--- src/rtl/midi_pkg.sv ---
// rtl/midi_pkg.sv - shared MIDI constants and receiver state encoding
package midi_pkg;

    localparam int MIDI_BAUD     = 31250;
    localparam int MIDI_CLK_FREQ = 16000000;

    localparam logic [2:0] RX_IDLE  = 3'd0;
    localparam logic [2:0] RX_START = 3'd1;
    localparam logic [2:0] RX_DATA  = 3'd2;
    localparam logic [2:0] RX_STOP  = 3'd3;
    localparam logic [2:0] RX_BREAK = 3'd4;

    typedef enum logic [2:0] {
        ST_IDLE  = RX_IDLE,
        ST_START = RX_START,
        ST_DATA  = RX_DATA,
        ST_STOP  = RX_STOP,
        ST_BREAK = RX_BREAK
    } rx_state_t;

endpackage

--- src/rtl/midi_baud_tick.sv ---
// rtl/midi_baud_tick.sv - clearable clock divider producing a one-clock oversample tick
module midi_baud_tick #(
    parameter int DIV       = 32,
    parameter int DIV_WIDTH = 8
) (
    input  logic clk,
    input  logic reset,
    input  logic i_clear,
    output logic o_tick
);

    localparam logic [DIV_WIDTH-1:0] LAST = DIV_WIDTH'(DIV - 1);

    logic [DIV_WIDTH-1:0] r_cnt;

    // Count 0..DIV-1; clear holds the phase at zero so the first tick lands DIV clocks after release
    always_ff @(posedge clk or posedge reset) begin
        if (reset) begin
            r_cnt <= '0;
        end else if (i_clear || (r_cnt == LAST)) begin
            r_cnt <= '0;
        end else begin
            r_cnt <= r_cnt + 1'b1;
        end
    end

    assign o_tick = !i_clear && (r_cnt == LAST);

endmodule

--- src/rtl/midi_uart_rx.sv ---
// rtl/midi_uart_rx.sv - MIDI IN 8N1 receiver feeding the byte FIFO with framing/overrun pulses
module midi_uart_rx
    import midi_pkg::*;
#(
    parameter int CLK_FREQ   = MIDI_CLK_FREQ,
    parameter int BAUD       = MIDI_BAUD,
    parameter int OVERSAMPLE = 16,
    parameter int DIV        = CLK_FREQ / (BAUD * OVERSAMPLE),
    parameter int DIV_WIDTH  = 8
) (
    input  logic       clk,
    input  logic       reset,
    input  logic       rx,
    input  logic       full_n,
    output logic       wr,
    output logic [7:0] data_o,
    output logic       framing_err,
    output logic       overrun
);

    localparam logic [3:0] MID_TICK  = 4'(OVERSAMPLE / 2 - 1);
    localparam logic [3:0] LAST_TICK = 4'(OVERSAMPLE - 1);

    logic      r_rx_meta;
    logic      r_rx_s;
    rx_state_t r_state;
    logic [3:0] r_sample_cnt;
    logic [2:0] r_bit_cnt;
    logic [7:0] r_shift;
    logic       r_wr;
    logic [7:0] r_data;
    logic       r_ferr;
    logic       r_ovr;

    rx_state_t  w_state_nxt;
    logic [3:0] w_sample_nxt;
    logic [2:0] w_bit_nxt;
    logic [7:0] w_shift_nxt;
    logic       w_wr_nxt;
    logic [7:0] w_data_nxt;
    logic       w_ferr_nxt;
    logic       w_ovr_nxt;
    logic       w_tick;
    logic       w_tick_clear;
    logic       w_mid_bit;
    logic       w_end_bit;

    // Two-flop synchroniser; idles high so reset does not look like a start edge
    always_ff @(posedge clk or posedge reset) begin
        if (reset) begin
            r_rx_meta <= 1'b1;
            r_rx_s    <= 1'b1;
        end else begin
            r_rx_meta <= rx;
            r_rx_s    <= r_rx_meta;
        end
    end

    assign w_tick_clear = (r_state == ST_IDLE);

    midi_baud_tick #(
        .DIV       (DIV),
        .DIV_WIDTH (DIV_WIDTH)
    ) u_baud_tick (
        .clk     (clk),
        .reset   (reset),
        .i_clear (w_tick_clear),
        .o_tick  (w_tick)
    );

    assign w_mid_bit = w_tick && (r_sample_cnt == MID_TICK);
    assign w_end_bit = w_tick && (r_sample_cnt == LAST_TICK);

    // Next-state, sampling and output decisions for the frame FSM
    always_comb begin
        w_state_nxt  = r_state;
        w_sample_nxt = r_sample_cnt;
        w_bit_nxt    = r_bit_cnt;
        w_shift_nxt  = r_shift;
        w_wr_nxt     = 1'b0;
        w_data_nxt   = r_data;
        w_ferr_nxt   = 1'b0;
        w_ovr_nxt    = 1'b0;

        if (w_tick) begin
            w_sample_nxt = r_sample_cnt + 4'd1;
        end

        case (r_state)
            ST_IDLE: begin
                if (!r_rx_s) begin
                    w_state_nxt = ST_START;
                end
            end
            ST_START: begin
                if (w_mid_bit) begin
                    if (!r_rx_s) begin
                        w_state_nxt = ST_DATA;
                        w_bit_nxt   = 3'd0;
                    end else begin
                        w_state_nxt = ST_IDLE;
                    end
                end
            end
            ST_DATA: begin
                if (w_end_bit) begin
                    w_shift_nxt[r_bit_cnt] = r_rx_s;
                    w_bit_nxt              = r_bit_cnt + 3'd1;
                    if (r_bit_cnt == 3'd7) begin
                        w_state_nxt = ST_STOP;
                    end
                end
            end
            ST_STOP: begin
                if (w_end_bit) begin
                    if (r_rx_s) begin
                        if (full_n) begin
                            w_wr_nxt   = 1'b1;
                            w_data_nxt = r_shift;
                        end else begin
                            w_ovr_nxt = 1'b1;
                        end
                        w_state_nxt = ST_IDLE;
                    end else begin
                        w_ferr_nxt  = 1'b1;
                        w_state_nxt = ST_BREAK;
                    end
                end
            end
            ST_BREAK: begin
                if (r_rx_s) begin
                    w_state_nxt = ST_IDLE;
                end
            end
            default: begin
                w_state_nxt = ST_IDLE;
            end
        endcase

        // Every state starts its tick count from zero so mid-bit points line up
        if (w_state_nxt != r_state) begin
            w_sample_nxt = 4'd0;
        end
    end

    // Register FSM state, datapath and the single-cycle output strobes
    always_ff @(posedge clk or posedge reset) begin
        if (reset) begin
            r_state      <= ST_IDLE;
            r_sample_cnt <= 4'd0;
            r_bit_cnt    <= 3'd0;
            r_shift      <= 8'h00;
            r_wr         <= 1'b0;
            r_data       <= 8'h00;
            r_ferr       <= 1'b0;
            r_ovr        <= 1'b0;
        end else begin
            r_state      <= w_state_nxt;
            r_sample_cnt <= w_sample_nxt;
            r_bit_cnt    <= w_bit_nxt;
            r_shift      <= w_shift_nxt;
            r_wr         <= w_wr_nxt;
            r_data       <= w_data_nxt;
            r_ferr       <= w_ferr_nxt;
            r_ovr        <= w_ovr_nxt;
        end
    end

    assign wr          = r_wr;
    assign data_o      = r_data;
    assign framing_err = r_ferr;
    assign overrun     = r_ovr;

endmodule

--- config.mk ---
export PLATFORM = sky130hd
export DESIGN_NAME = midi_uart_rx
export DESIGN_NICKNAME = d
export VERILOG_FILES = /design/src/rtl/midi_pkg.sv /design/src/rtl/midi_baud_tick.sv /design/src/rtl/midi_uart_rx.sv
export SDC_FILE = /design/constraint.sdc
export NUM_CORES = 1
export LEC_CHECK = 0
export CORE_ASPECT_RATIO = 1.25
export CORE_MARGIN = 2
export CORE_UTILIZATION = 50
export DETAILED_ROUTE_END_ITERATION = 8
export GPL_TIMING_DRIVEN = 0
export PLACE_DENSITY = 0.7
export SLEW_MARGIN = 15
export SYNTH_ARGS = -nofsm -noshare
export SYNTH_HDL_FRONTEND = slang
export SYNTH_SLANG_ARGS = --single-unit
--- constraint.sdc ---
create_clock -name clk -period 6.3 [get_ports clk]
set_clock_uncertainty 0.05 [all_clocks]
set_input_delay 0.945 -clock clk [delete_from_list [all_inputs] [get_ports clk]]
set_output_delay 0.945 -clock clk [all_outputs]
set_load 0.005 [all_outputs]
==> results.py <==
metrics = {
    "finish": {
        "diodes": 0,
        "syn2layout_area_growth_pct": 16.2,
        "num-nets-final": 185,
        "fin_area_sq_um": 2130,
        "nFillCells": 287,
        "post-route-util_pct": 60.5,
        "drive_above_1_share_pct": 20.3,
        "layoutNonFillerInstCount": 216,
    },
    "cts": {
        "clk_pin_slew_worst_paths_ns": 0.07,
        "clk_latency_ns": 0.28,
        "htreeDepth": 2,
        "cts_buffers": 5,
        "cts_resized": 0,
        "clock_path_buffers": 2,
        "cts.sinks": 39,
        "cts_setup_buffers": 0,
        "cts_root_buf": "clkbuf_8",
        "cts_hold_buf": 0,
        "cts_tree": "done",
    },
    "global_route": {
        "grt_pass1_vias": 1263,
        "antenna_found_initial": 0,
        "grt_overflow": 0,
        "grt_max_degree": 40,
        "grt_usage_pct": 17.5,
        "grt_pass1_wl_um": 5460,
    },
    "power": {
        "cellLeakagePower_nw": 0.947,
        "p_per_area_nw_per_um2": 201,
        "total_power_mw": 0.428,
        "peakVddDrop_uv": 127,
    },
    "setup_path": {
        "crit_arrival_ns": 2.52,
        "path_class": "register to register",
        "worstSetupEndpointType": "register",
        "cp_data_required_time_ns": 6.42,
        "cp_max_fo": 8,
        "start_kind": "register",
    },
    "sta": {
        "finalSetupViolCount": 0,
        "tns_ns": 0,
        "timing.final.crit_share_pct": 38.1,
        "maxClockFrequency_mhz": 417,
        "setup_ws_ns": 3.90,
        "finalCriticalPeriod_ns": 2.40,
        "worst_slew_pin_slew_ns": 0.898,
        "drv_slew": 0,
        "whs_ns": 0.310,
        "slew_headroom_pct": 39.7,
        "hold_viol": 0,
        "rsz0062_at_grt": "no",
    },
    "route": {
        "dr_wl_met3_um": 89,
        "highest_layer": "met4",
        "remaining_drc_errors": 0,
        "dr.pass1.iters": 4,
        "drtIter0Drc": 23,
        "wl_per_cell_um": 14.5,
        "drtAntennaViolNets": 0,
        "routed-wl-met2_um": 1670,
        "wl_met1_um": 1310,
        "routed_wirelength_um": 3130,
        "via_count": 1243,
        "via_per_inst": 5.75,
    },
    "min_path": {
        "hold_path_class": "register to register",
    },
    "yosys": {
        "synth_largest_area_cell": "dfrtp_1",
        "mappedNetlistArea_sq_um": 1830,
        "yosysMostFrequentCell": "dfrtp_1",
        "async_reset_ff_share_pct": 100,
        "syn_avg_cell_area_sq_um": 11.8,
        "synth_common_cells": "37 x dfrtp_1, 19 x mux2_2, 15 x nor2_1",
        "synth_edf_count": 0,
        "ys_ff_latch": 39,
        "synth_top_cell_area_share_pct": 50.6,
        "synthesis.nets": 163,
        "yosysSeqAreaShare_pct": 53.5,
        "ys.warnings.count": 0,
        "yosysUniqueCellTypes": 36,
        "postSynthCellCount": 155,
        "ys_top_cells_by_area": "dfrtp_1 51%, mux2_2 12%, xnor2_1 4.3%, nor2_1 3.1%, dfstp_2 2.9%",
        "ys.flop_type": "dfrtp_1",
    },
    "floorplanning": {
        "ioPinCount": 15,
        "die_x_um": 58.1,
        "core_sq_um": 3510,
        "start_util_pct": 52.1,
        "die_h_um": 71.7,
        "die_area_sq_um": 4160,
        "num_rows": 24,
    },
    "placed_design": {
        "dpl.hpwl_um": 2230,
        "gp_congestion": 0.820,
        "port_buffers": 14,
        "preCtsSetupSlack_ns": 3.82,
        "dpl_cell_area_sq_um": 2040,
        "dp_cells": 209,
    },
    "job": {
        "max-cap-violations": 0,
    },
    "run_status": {
        "status": "complete, no violations",
    },
}
[layout by cell type, fill, tap and decap left out, types with 6 or more instances in the layout]
cell type and instances:
dfrtp_1 37, mux2_2 19, nor2_1 15, clkdlybuf4s50_1 14
xnor2_1 9, nand3_1 7, clkbuf_1 6, nand2_1 6
nor3_1 6, clkbuf_8 6
[layer usage]
metal  GRT usage [%]  up-vias
met4            7.24        0
met5               0        -
li1                -      594
met1            19.8      622
met3            5.96        6
met2            30.1       21
[power breakdown]
| part | total (mW) | internal [mW] | switching, mW |
|---|---|---|---|
| clock | 0.166 | 0.0858 | 0.0803 |
| sequential | 0.252 | 0.251 | 0.000615 |
| combinational | 0.0101 | 0.00345 | 0.00665 |
[state kept, by name, summed over array words and instances, names as in the netlist]
register           cells
r_bit_cnt              3
wr                     1
data_o                 8
u_baud_tick.r_cnt      8
framing_err            1
r_sample_cnt           4
overrun                1
r_rx_s                 1
r_rx_meta              1
r_shift                8
r_state                3
[critical path, stage by stage, from the launching register on]
cell     delay (ns)
dfrtp_1        0.39
ha_1           0.23
nand4_1        0.34
or2_0          0.35
buf_6          0.14
nor3_4         0.39
mux2_2         0.38
[layout make-up]
cell class                      instances  area (sq um)  area share, %
Multi-Input combinational cell        104           798           37.5
Timing Repair Buffer                   15           160           7.53
Buffer                                  8          38.8           1.82
Clock inverter                          1          5.00          0.235
Sequential cell                        39           978           46.0
Clock buffer                            6          82.6           3.88
Inverter                                4          15.0          0.706
Tap cell                               39          48.8           2.29
[path summary, 6_finish.rpt]
path | startpoint | end | slack [ns] | depth (start not counted)
worst min register to register | r_rx_meta$_DFF_PP1_ | r_rx_s$_DFF_PP1_ | 0.31 | 0
min in group asynchronous | reset | data_o[2]$_DFFE_PP0P_ | 0.94 | 3
worst min-delay path | r_rx_meta$_DFF_PP1_ | r_rx_s$_DFF_PP1_ | 0.31 | 0
worst max register to register | u_baud_tick.r_cnt[0]$_DFF_PP0_ | data_o[4]$_DFFE_PP0P_ | 3.90 | 6
max in group asynchronous | reset | r_rx_s$_DFF_PP1_ | 5.00 | 3
worst max-delay path | u_baud_tick.r_cnt[0]$_DFF_PP0_ | data_o[4]$_DFFE_PP0P_ | 3.90 | 6
[cell families (layout without fill, tap and decap cells)]
logic type                 count (synthesis)  after routing  share of synthesized area [%]
and+or+nand+nor                           61             61                           20.2
xor gates and xnor gates                  11             11                           5.26
muxes                                     20             20                           12.2
buffers and inverters                     12             34                           2.94
DFF                                       39             39                           53.5
AOI/OAI and AO/OA                          8              8                           3.14
adders and majority gates                  4              4                           2.73
Power figures use the tool's default switching activity.
